--- src/rtl/arb_pkg.sv ---
// Shared types and width helpers for the round-robin arbiter.
package arb_pkg;

  typedef enum logic {
    ST_IDLE  = 1'b0,
    ST_OWNED = 1'b1
  } arb_state_e;

  function automatic int clog2_min1(input int v);
    return (v <= 2) ? 1 : $clog2(v);
  endfunction

endpackage

--- src/rtl/rr_pick.sv ---
// Wrap-around priority search: first unmasked request at or above ptr.
module rr_pick
  import arb_pkg::*;
#(
  parameter int N_REQ = 4,
  parameter int IW    = 2
) (
  input  logic [N_REQ-1:0] req,
  input  logic [IW-1:0]    ptr,
  input  logic [N_REQ-1:0] excl,
  output logic             valid,
  output logic [IW-1:0]    idx
);

  logic [IW:0]   w_sum;
  logic [IW-1:0] w_k;

  // Walk offsets high to low so the smallest offset wins last.
  always_comb begin
    valid = 1'b0;
    idx   = '0;
    w_sum = '0;
    w_k   = '0;
    for (int i = N_REQ - 1; i >= 0; i--) begin
      w_sum = {1'b0, ptr} + (IW + 1)'(i);
      if (w_sum >= (IW + 1)'(N_REQ))
        w_sum = w_sum - (IW + 1)'(N_REQ);
      w_k = w_sum[IW-1:0];
      if (req[w_k] && !excl[w_k]) begin
        valid = 1'b1;
        idx   = w_k;
      end
    end
  end

endmodule

--- src/rtl/rr_arbiter.sv ---
// Round-robin arbiter with registered grant and bounded hold time.
module rr_arbiter
  import arb_pkg::*;
#(
  parameter int N_REQ    = 4,
  parameter int MAX_HOLD = 16
) (
  input  logic                             clk,
  input  logic                             rst,
  input  logic [N_REQ-1:0]                 req,
  output logic [N_REQ-1:0]                 gnt,
  output logic [clog2_min1(N_REQ)-1:0]     gnt_id,
  output logic                             gnt_valid,
  output logic                             timeout_pulse
);

  localparam int IW   = clog2_min1(N_REQ);
  localparam int CW   = clog2_min1(MAX_HOLD + 1);
  localparam int HMAX = (MAX_HOLD > 0) ? MAX_HOLD - 1 : 0;

  arb_state_e       r_state;
  logic [IW-1:0]    r_ptr;
  logic [IW-1:0]    r_own;
  logic [CW-1:0]    r_hold;
  logic [N_REQ-1:0] r_gnt;
  logic [IW-1:0]    r_gnt_id;
  logic             r_gnt_valid;
  logic             r_timeout;

  logic [N_REQ-1:0] w_own_oh;
  logic             w_own_req;
  logic             w_timeout;
  logic             w_hold;
  logic             w_grant;
  logic [N_REQ-1:0] w_excl;
  logic             w_pv;
  logic [IW-1:0]    w_pidx;
  logic [IW-1:0]    w_nptr;

  assign w_own_oh  = N_REQ'(1) << r_own;
  assign w_own_req = req[r_own];
  assign w_excl    = w_timeout ? w_own_oh : '0;
  assign w_nptr    = (w_pidx == IW'(N_REQ - 1)) ? '0 : w_pidx + IW'(1);

  always_comb begin
    w_timeout = 1'b0;
    w_hold    = 1'b0;
    w_grant   = 1'b0;
    if (r_state == ST_OWNED && w_own_req) begin
      w_timeout = (MAX_HOLD > 0) && (r_hold == CW'(HMAX)) &&
                  (|(req & ~w_own_oh));
      w_hold    = !w_timeout;
    end
    w_grant = !w_hold && w_pv;
  end

  rr_pick #(
    .N_REQ (N_REQ),
    .IW    (IW)
  ) u_pick (
    .req   (req),
    .ptr   (r_ptr),
    .excl  (w_excl),
    .valid (w_pv),
    .idx   (w_pidx)
  );

  always_ff @(posedge clk or negedge rst) begin
    if (!rst) begin
      r_state     <= ST_IDLE;
      r_ptr       <= '0;
      r_own       <= '0;
      r_hold      <= '0;
      r_gnt       <= '0;
      r_gnt_id    <= '0;
      r_gnt_valid <= 1'b0;
      r_timeout   <= 1'b0;
    end else if (w_hold) begin
      if (r_hold != CW'(HMAX))
        r_hold <= r_hold + CW'(1);
      r_timeout <= 1'b0;
    end else if (w_grant) begin
      r_state     <= ST_OWNED;
      r_own       <= w_pidx;
      r_ptr       <= w_nptr;
      r_hold      <= '0;
      r_gnt       <= N_REQ'(1) << w_pidx;
      r_gnt_id    <= w_pidx;
      r_gnt_valid <= 1'b1;
      r_timeout   <= w_timeout;
    end else begin
      r_state     <= ST_IDLE;
      r_own       <= '0;
      r_hold      <= '0;
      r_gnt       <= '0;
      r_gnt_id    <= '0;
      r_gnt_valid <= 1'b0;
      r_timeout   <= 1'b0;
    end
  end

  assign gnt           = r_gnt;
  assign gnt_id        = r_gnt_id;
  assign gnt_valid     = r_gnt_valid;
  assign timeout_pulse = r_timeout;

endmodule

--- config.mk ---
export PLATFORM = sky130hd
export DESIGN_NAME = rr_arbiter
export DESIGN_NICKNAME = d
export VERILOG_FILES = /design/src/rtl/arb_pkg.sv /design/src/rtl/rr_pick.sv /design/src/rtl/rr_arbiter.sv
export SDC_FILE = /design/constraint.sdc
export NUM_CORES = 1
export LEC_CHECK = 0
export CELL_PAD_IN_SITES_DETAIL_PLACEMENT = 1
export CELL_PAD_IN_SITES_GLOBAL_PLACEMENT = 2
export CORE_MARGIN = 2
export CORE_UTILIZATION = 35
export CTS_CLUSTER_DIAMETER = 30
export DETAILED_ROUTE_END_ITERATION = 7
export PLACE_DENSITY_LB_ADDON = 0.3
export SYNTH_ARGS = -nofsm -noshare
export SYNTH_HDL_FRONTEND = slang
export SYNTH_SLANG_ARGS = --single-unit
--- constraint.sdc ---
create_clock -name clk -period 6.9 [get_ports clk]
set_clock_uncertainty 0.05 [all_clocks]
set_input_delay 1.725 -clock clk [delete_from_list [all_inputs] [get_ports clk]]
set_output_delay 1.725 -clock clk [all_outputs]
set_load 0.02 [all_outputs]
==> flow_summary.toml, run 1 <==
[run_status]
status = "finished, final reports clean"

[worst_setup_path]
critPathMaxFanout = 6
worstPathArrival_ps = 4380
cp_slowest_stage_delay_ps = 560
critical_path.endpoint_type = "flop"
required_ps = 7030
path_buf_inv = 1
r2r-start = "r_hold[0]"
path_delay_family = "compound AO/OA/AOI/OAI gates"
crit_chain = "clkdlybuf4s50_1 -> mux2i_1 -> o22a_2 -> nand4b_4 -> o21ai_1 -> a21oi_1 -> a2111oi_4 -> ha_1 -> mux2_4"
rrSetupSlack_ps = 3860
path_class = "in2reg"
slowest_stage = "clkdlybuf4s50_1"
r2r_end = "r_ptr[1]"
startpoint_type = "input pin"
reg2reg_depth = 10

[final_layout]
final_common_cell = "dfrtp_1"
mostFrequentLayoutCells = "dfrtp_1, nand2_1, clkdlybuf4s50_1, nor2_1"
fillers = 360
drive_above_1_share = 0.136
area_growth_pct = 16.3
nets = 138
antennaDiodeCount = 0

[synth]
syn-cell-area_um2 = 1070
synth_area_leaders = "dfrtp_1, ha_1, mux2i_1, nand2_1, nor2_1"
synth_top_area_frac = 0.349
syn_avg_cell_area_um2 = 9.60
synthAdderAreaFrac = 0.0698
synth_edf_count = 0
synthMuxAreaShare = 0.101
synthSimpleGateAreaFrac = 0.206
synth-seq-area-share = 0.349
async_flop_share = 1.00
synth_top_family_by_area = "simple AND/OR/NAND/NOR gates"
synth_ff_type = "dfrtp_1"
synth-compound-area-share = 0.186
syn_inst = 112
yosys_warnings = 0
synth_xor_area_frac = 0.0407
syn_nets = 124
synth-seq-cells = 15
yosysUniqueCellTypes = 43
post-synth-top-area-cell = "dfrtp_1"

[routing]
drc = 0
ant_nets = 0
wl_per_cell_um = 14.9
drt_first_iter_violations = 14
routed_wl_um = 2350
viasPerCell = 5.36
first_pass_iters = 4
via_count = 847

[grt]
antenna_found_initial = 0
grt-ovfl-total = 0
grt_pass1_vias = 854
grt_pass1_wl_um = 4110
grt_start_max_net_pins = 16
grt_usage = 0.154

[sta]
setup_tns_ps = 0
finalMaxSlewViolations = 0
finalHoldViolations = 0
period_share = 0.617
relSlewSlack = 0.557
grt_setup_unrepaired = "no"
max_freq_mhz = 235
setup_viol = 0
fin_ws_ps = 2640
tightestPinTransition_ps = 663
post-route-min-period_ps = 4260

[clocking]
clock_latency_ps = 290
ctsHoldBuffers = 0
clock_path_buffers = 2
cts_resized = 0
ctsRootBufferMaster = "clkbuf_4"
cts_setup_buffers = 0
cts.sinks = 15
cts_inserted_buffers = 3
cts.clk_slew.worst_paths_ps = 80
cts_max_level = 1
cts_tree = "yes"

[power_and_ir_drop]
ir_worst_vdd_v = 0.000185
p_leak_nw = 0.545
power.density_nw_per_um2 = 421

[die]
placementRows = 20
start_util = 0.361
pin_count = 14
die_w_um = 59.4
die_area_um2 = 3530
die_h_um = 59.4
core-area_um2 = 2980

[placement]
place_ws_ps = 2320
numPortBuffers = 13
dp_hpwl_um = 1850
gp_congestion = 0.773

[hold_path]
hold_class = "reg2reg"
hold_path_depth = 2
min_to = "gnt[0]"
hold_start = "gnt[0]"

[run]
drv_cap = 0
## per-layer routing
| metal | global-route usage | share of wire | vias up |
|---|---|---|---|
| li1 | - | - | 421 |
| met1 | 0.195 | 0.49 | 410 |
| met5 | 0 | 0 | - |
| met3 | 0.0262 | 0.022 | 3 |
| met4 | 0.0390 | 0.0060 | 0 |
| met2 | 0.270 | 0.49 | 13 |
## report_power, final
group / internal, mW / switching, mW
logic: 0.145 / 0.168
registers: 0.116 / 0.0464
clock network: 0.0216 / 0.0289
## flip-flops by register name, indices dropped and copies added, names as in the netlist
| register | flops |
|---|---|
| gnt_valid | 1 |
| timeout_pulse | 1 |
| r_hold | 5 |
| gnt | 4 |
| r_ptr | 2 |
| gnt_id | 2 |
## worst max-delay path by stage
stage | cells past startpoint | start | to | slack [ps]
CTS | 9 | req[2] | r_ptr[1] | 2620
floorplan | 8 | req[3] | r_ptr[1] | 3150
finish | 9 | req[1] | r_ptr[1] | 2640
detailed placement | 9 | req[2] | r_ptr[1] | 2320
global placement | 9 | req[2] | r_ptr[1] | 2380
global route | 9 | req[3] | r_ptr[1] | 2370
## cell type report
| type | instances | area, µm² | area share |
|---|---|---|---|
| multi-input cells | 86 | 649 | 0.520 |
| flip-flops and latches | 15 | 375 | 0.300 |
| repair buffers | 13 | 130 | 0.104 |
| well taps | 33 | 41.3 | 0.0330 |
| inverters | 7 | 26.3 | 0.0210 |
| clock buffers | 3 | 22.5 | 0.0180 |
| clock inverters | 1 | 5.00 | 0.00400 |
## Yosys cell counts (2+ instances only)
cell type  instances
dfrtp_1           15
nand2_1           13
nor2_1             9
ha_1               6
inv_1              6
mux2i_1            6
nand3_1            4
o21ai_1            4
a21oi_1            3
and2_1             3
o21ai_0            3
xor2_1             3
a21oi_2            2
clkbuf_1           2
mux2_2             2
nand4_1            2
nor2b_1            2
xnor2_1            2
## worst reg2reg max path, stage by stage, from the launching register on
cell       delay [ps]
dfrtp_1           420
ha_1              210
and3_1            180
ha_1              320
nand4b_4          190
inv_2              80
a21oi_2           310
a21oi_1           120
a2111oi_4         480
ha_1              310
mux2_4            260
## cells by family after synthesis
group           Yosys count
simple gates             40
compound gates           25
xor+xnor                  5
buf+inv                  11
mux                      10
flops                    15
fa+ha+maj                 6
## stage by stage
| stage | std cells | power, mW | hold slack (ps) | area (µm²) | utilization |
|---|---|---|---|---|---|
| final | 158 | 0.526 | 443 | 1250 | 0.420 |
| after floorplan | 112 | 0.396 | 447 | 1070 | - |
| after global routing | 158 | 0.577 | 494 | 1250 | 0.420 |
| after CTS | 158 | 0.535 | 451 | 1250 | 0.420 |
| after global placement | 154 | 0.474 | 418 | 1220 | 0.411 |
| after detailed placement | 154 | 0.483 | 430 | 1220 | 0.411 |
Note: power is estimated with default switching activity, not from simulation.
==> run 2: changes to the inputs <==
--- a/config.mk
+++ b/config.mk
@@ -8,7 +8,7 @@
 export CELL_PAD_IN_SITES_DETAIL_PLACEMENT = 1
 export CELL_PAD_IN_SITES_GLOBAL_PLACEMENT = 2
 export CORE_MARGIN = 2
-export CORE_UTILIZATION = 35
+export CORE_UTILIZATION = 34
 export CTS_CLUSTER_DIAMETER = 30
 export DETAILED_ROUTE_END_ITERATION = 7
 export PLACE_DENSITY_LB_ADDON = 0.3
==> constraint.sdc (replaced) <==
create_clock -name clk -period 4 [get_ports clk]
set_clock_uncertainty 0.05 [all_clocks]
set_input_delay 1 -clock clk [delete_from_list [all_inputs] [get_ports clk]]
set_output_delay 1 -clock clk [all_outputs]
set_load 0.02 [all_outputs]
==> flow_summary.toml, run 2 (synthesized netlist as in run 1, its figures left out) <==
[worst_setup_path]
startpoint = "req[1]"
critical_path_cell_count = 9
r2r-start = "r_hold[0]"
path_buf_inv = 1
path_class = "in2reg"
rrSetupSlack_ps = 960
cp_slowest_stage_delay_ps = 560
critPathMaxFanout = 6
required_ps = 4120
path_delay_family = "compound AO/OA/AOI/OAI gates"
crit_chain = "clkdlybuf4s50_1 -> mux2i_1 -> o22a_2 -> nand4b_4 -> o21ai_1 -> a21oi_1 -> a2111oi_4 -> ha_1 -> mux2_4"
critical_path.endpoint_type = "flop"
startpoint_type = "input pin"
worstPathArrival_ps = 3720
slowest_stage = "clkdlybuf4s50_1"
reg2reg_depth = 10

[final_layout]
antennaDiodeCount = 0
postLayoutCellArea_um2 = 1260
area_growth_pct = 17.5
regMostFlops = "r_hold"
mostFrequentLayoutCells = "dfrtp_1, nand2_1, clkdlybuf4s50_1, nor2_1"
drive_above_1_share = 0.128
regArea_um2 = 375
nets = 138
finalCoreUtilization = 0.417
fin_cells = 169
multi_input_area_um2 = 649
largest_register_ffs = 5
fillers = 363
final_common_cell = "dfrtp_1"

[power_and_ir_drop]
power.density_nw_per_um2 = 719
ir_worst_vdd_v = 0.000354
p_leak_nw = 0.543
p_total_mw = 0.908

[sta]
relSlewSlack = 0.543
post-route-min-period_ps = 3600
finalMaxSlewViolations = 0
max_freq_mhz = 278
grt_setup_unrepaired = "no"
fin_ws_ps = 397
setup_viol = 0
hold_ws_ps = 448
tightestPinTransition_ps = 684
finalHoldViolations = 0
setup_tns_ps = 0
period_share = 0.901

[clocking]
cts_max_level = 1
clock_path_buffers = 2
clock_latency_ps = 270
cts_setup_buffers = 0
cts_resized = 0
ctsRootBufferMaster = "clkbuf_4"
cts_tree = "yes"
cts.sinks = 15
ctsHoldBuffers = 0
cts.clk_slew.worst_paths_ps = 90
cts_inserted_buffers = 3

[grt]
grt_pass1_vias = 890
grt_util_met3 = 0.0260
met2_usage = 0.270
grt_start_max_net_pins = 16
gr-usage-met1 = 0.188
antenna_found_initial = 0
grt-ovfl-total = 0
grt_pass1_wl_um = 4110
grt_usage = 0.151
grt-busiest-layer = "met2"

[placement]
place_ws_ps = 121
numPortBuffers = 13
dpl-instance-area_um2 = 1240
dp_hpwl_um = 1930
dp.cells = 165
gp_congestion = 0.913

[routing]
drt_first_iter_violations = 20
drc = 0
first_pass_iters = 2
via_count = 855
ant_nets = 0
viasPerCell = 5.06
routed_wl_um = 2480
wl_per_cell_um = 14.7

[hold_path]
hold_path_depth = 2
hold_class = "reg2reg"
hold_start = "gnt[2]"

[die]
pin_count = 14
die_w_um = 60.2
die_h_um = 60.2
die_area_um2 = 3630
start_util = 0.355
core-area_um2 = 3030
placementRows = 20

[run_status]
status = "finished, final reports clean"

[run]
drv_cap = 0
-- run 2: area by class of cell --
class,count,area share
Timing Repair Buffer,13,0.103
Clock buffer,4,0.0208
Inverter,7,0.0208
Sequential cell,15,0.297
Tap cell,44,0.0436
Multi-Input combinational cell,86,0.514
-- run 2: worst paths after layout --
path,end
min reg2reg,gnt[2]
max,r_ptr[1]
min,gnt[2]
min in group asynchronous,r_hold[3]
max in group asynchronous,gnt_valid
max reg2reg,r_ptr[1]
-- run 2: power by group --
part	internal (mW)	total (mW)	switching, mW	leakage, nW
logic	0.249	0.540	0.291	0.337
registers	0.201	0.284	0.0830	0.191
clock network	0.0386	0.0840	0.0454	0.0150
total	0.488	0.908	0.420	0.543
-- run 2: routing by layer --
layer  part of all wire  wire (µm)  up-vias
li1                   -          -      422
met1               0.48       1190      426
met2               0.50       1250        5
met3              0.011         28        2
met4             0.0076         19        0
met5                  0          0        -
-- run 2: worst min-delay path, delay by kind of cell (launching register included) --
| family | cells | cell delay [ps] |
|---|---|---|
| compound gates | 1 | 60 |
| flops | 1 | 360 |
| simple gates | 1 | 50 |
==> run 3: changes to the inputs <==
--- a/config.mk
+++ b/config.mk
@@ -11,7 +11,8 @@
 export CORE_UTILIZATION = 34
 export CTS_CLUSTER_DIAMETER = 30
 export DETAILED_ROUTE_END_ITERATION = 7
-export PLACE_DENSITY_LB_ADDON = 0.3
+export PLACE_DENSITY = 0.78
+export SKIP_CTS_REPAIR_TIMING = 1
 export SYNTH_ARGS = -nofsm -noshare
 export SYNTH_HDL_FRONTEND = slang
 export SYNTH_SLANG_ARGS = --single-unit
==> flow_summary.toml, run 3 (synthesized netlist as in run 1, its figures left out) <==
[worst_setup_path]
r2r_end = "r_ptr[1]"
path_delay_family = "compound AO/OA/AOI/OAI gates"
critical_path_cell_count = 9
cp_slowest_stage_delay_ps = 560
slowest_stage = "clkdlybuf4s50_1"
critical_path.endpoint_type = "flop"
reg2reg_depth = 10
required_ps = 4130
crit_chain = "clkdlybuf4s50_1 -> mux2i_1 -> o22a_2 -> nand4b_4 -> o21ai_1 -> a21oi_1 -> a2111oi_4 -> ha_1 -> mux2_4"
rrSetupSlack_ps = 910
crit_end = "r_ptr[1]"
startpoint = "req[3]"
r2r-start = "r_hold[0]"
worstPathArrival_ps = 3720
critPathMaxFanout = 6
startpoint_type = "input pin"
path_class = "in2reg"
path_buf_inv = 1

[run_status]
status = "finished, final reports clean"

[placement]
dp_hpwl_um = 1880
numPortBuffers = 13
gp_congestion = 0.829
dpl-instance-area_um2 = 1250

[clocking]
cts_inserted_buffers = 3
clock_path_buffers = 2
cts.sinks = 15
clock_latency_ps = 280
cts_tree = "yes"
ctsRootBufferMaster = "clkbuf_4"
cts.clk_slew.worst_paths_ps = 90
cts_max_level = 1

[grt]
grt-busiest-layer = "met2"
grt-ovfl-total = 0
met2_usage = 0.278
grt_util_met3 = 0.0281
antenna_found_initial = 0
gr-usage-met1 = 0.215
grt_pass1_wl_um = 4510
grt_pass1_vias = 947
grt_start_max_net_pins = 16
grt_usage = 0.168

[power_and_ir_drop]
power_frac_comb = 0.601
switching_share = 0.461
p_leak_nw = 0.553
pwr-share-clk = 0.095
p_int_mw = 0.499
power.density_nw_per_um2 = 725
switching_power_mw = 0.427
seqPwrFrac = 0.303
ir_worst_vdd_v = 0.000331

[routing]
via_count = 881
routed_wl_um = 2480
ant_nets = 0
first_pass_iters = 4
drt_first_iter_violations = 28
wl_per_cell_um = 14.5
viasPerCell = 5.15
drc = 0

[sta]
grt_setup_unrepaired = "no"
hold_ws_ps = 447
finalMaxSlewViolations = 0
setup_viol = 0
tightestPinTransition_ps = 718
relSlewSlack = 0.520
max_freq_mhz = 278
period_share = 0.898
finalHoldViolations = 0
setup_tns_ps = 0
post-route-min-period_ps = 3590

[die]
placementRows = 20
start_util = 0.355
die_area_um2 = 3630
die_w_um = 60.2
pin_count = 14
core-area_um2 = 3030
die_h_um = 60.2

[run]
drv_cap = 0

[final_layout]
postLayoutCellArea_um2 = 1280
drive_above_1_share = 0.142
finalCoreUtilization = 0.422
antennaDiodeCount = 0
fillers = 357
mostFrequentLayoutCells = "dfrtp_1, nand2_1, clkdlybuf4s50_1, nor2_1"
nets = 140
regMostFlops = "r_hold"
largest_register_ffs = 5
final_common_cell = "dfrtp_1"
area_growth_pct = 18.9

[hold_path]
hold_class = "reg2reg"
[run 3: cell types whose count changed in the layout (fill, tap and decap cells not counted)]
cell,before,now
buf_4,0,2
[run 3: area by class of cell]
type                    instances  area, µm²  share of cell area
well taps                      44       55.1              0.0431
inverters                       7       26.3              0.0206
multi-input cells              86        649               0.508
flip-flops and latches         15        375               0.294
repair buffers                 15        145               0.114
clock buffers                   4       26.3              0.0206
[run 3: routing by layer]
layer	up-vias	routed length, µm	share of wire
met5	-	0	0
met4	0	43	0.017
met3	4	66	0.027
met2	13	1160	0.47
met1	442	1200	0.49
li1	422	-	-
[run 3: per-stage QoR]
stage               instances  setup WS (ps)  power, mW
detailed placement        167            140      0.842
global route              171            257       1.01
global placement          167            219      0.831
finish                    171            407      0.927
floorplan                 112            972      0.683
CTS                       171            434      0.939
[run 3: how the worst min path moves through the flow]
| stage | start | end | slack [ps] | depth (start not counted) |
|---|---|---|---|---|
| after global placement | gnt[0] | gnt[0] | 420 | 2 |
| after CTS | gnt[1] | gnt[1] | 450 | 2 |
| after global routing | gnt[0] | gnt[0] | 480 | 2 |
| after floorplan | r_hold[3] | r_hold[3] | 450 | 2 |
| after detailed placement | gnt[0] | gnt[0] | 430 | 2 |
| final | gnt[1] | gnt[1] | 450 | 2 |
[run 3: power by group through the flow]
stage	Clock [mW]	Sequential (mW)	Combinational [mW]
floorplan	0	0.267	0.416
global placement	0	0.283	0.548
detailed placement	0	0.285	0.557
CTS	0.0921	0.282	0.565
global route	0.0996	0.291	0.620
finish	0.0883	0.281	0.557
[run 3: tightest hold or removal path: cells and delay by family (launching register included)]
| kind | cells | cell delay [ps] |
|---|---|---|
| AOI/OAI and AO/OA | 1 | 60 |
| DFF | 1 | 350 |
| and+or+nand+nor | 1 | 50 |
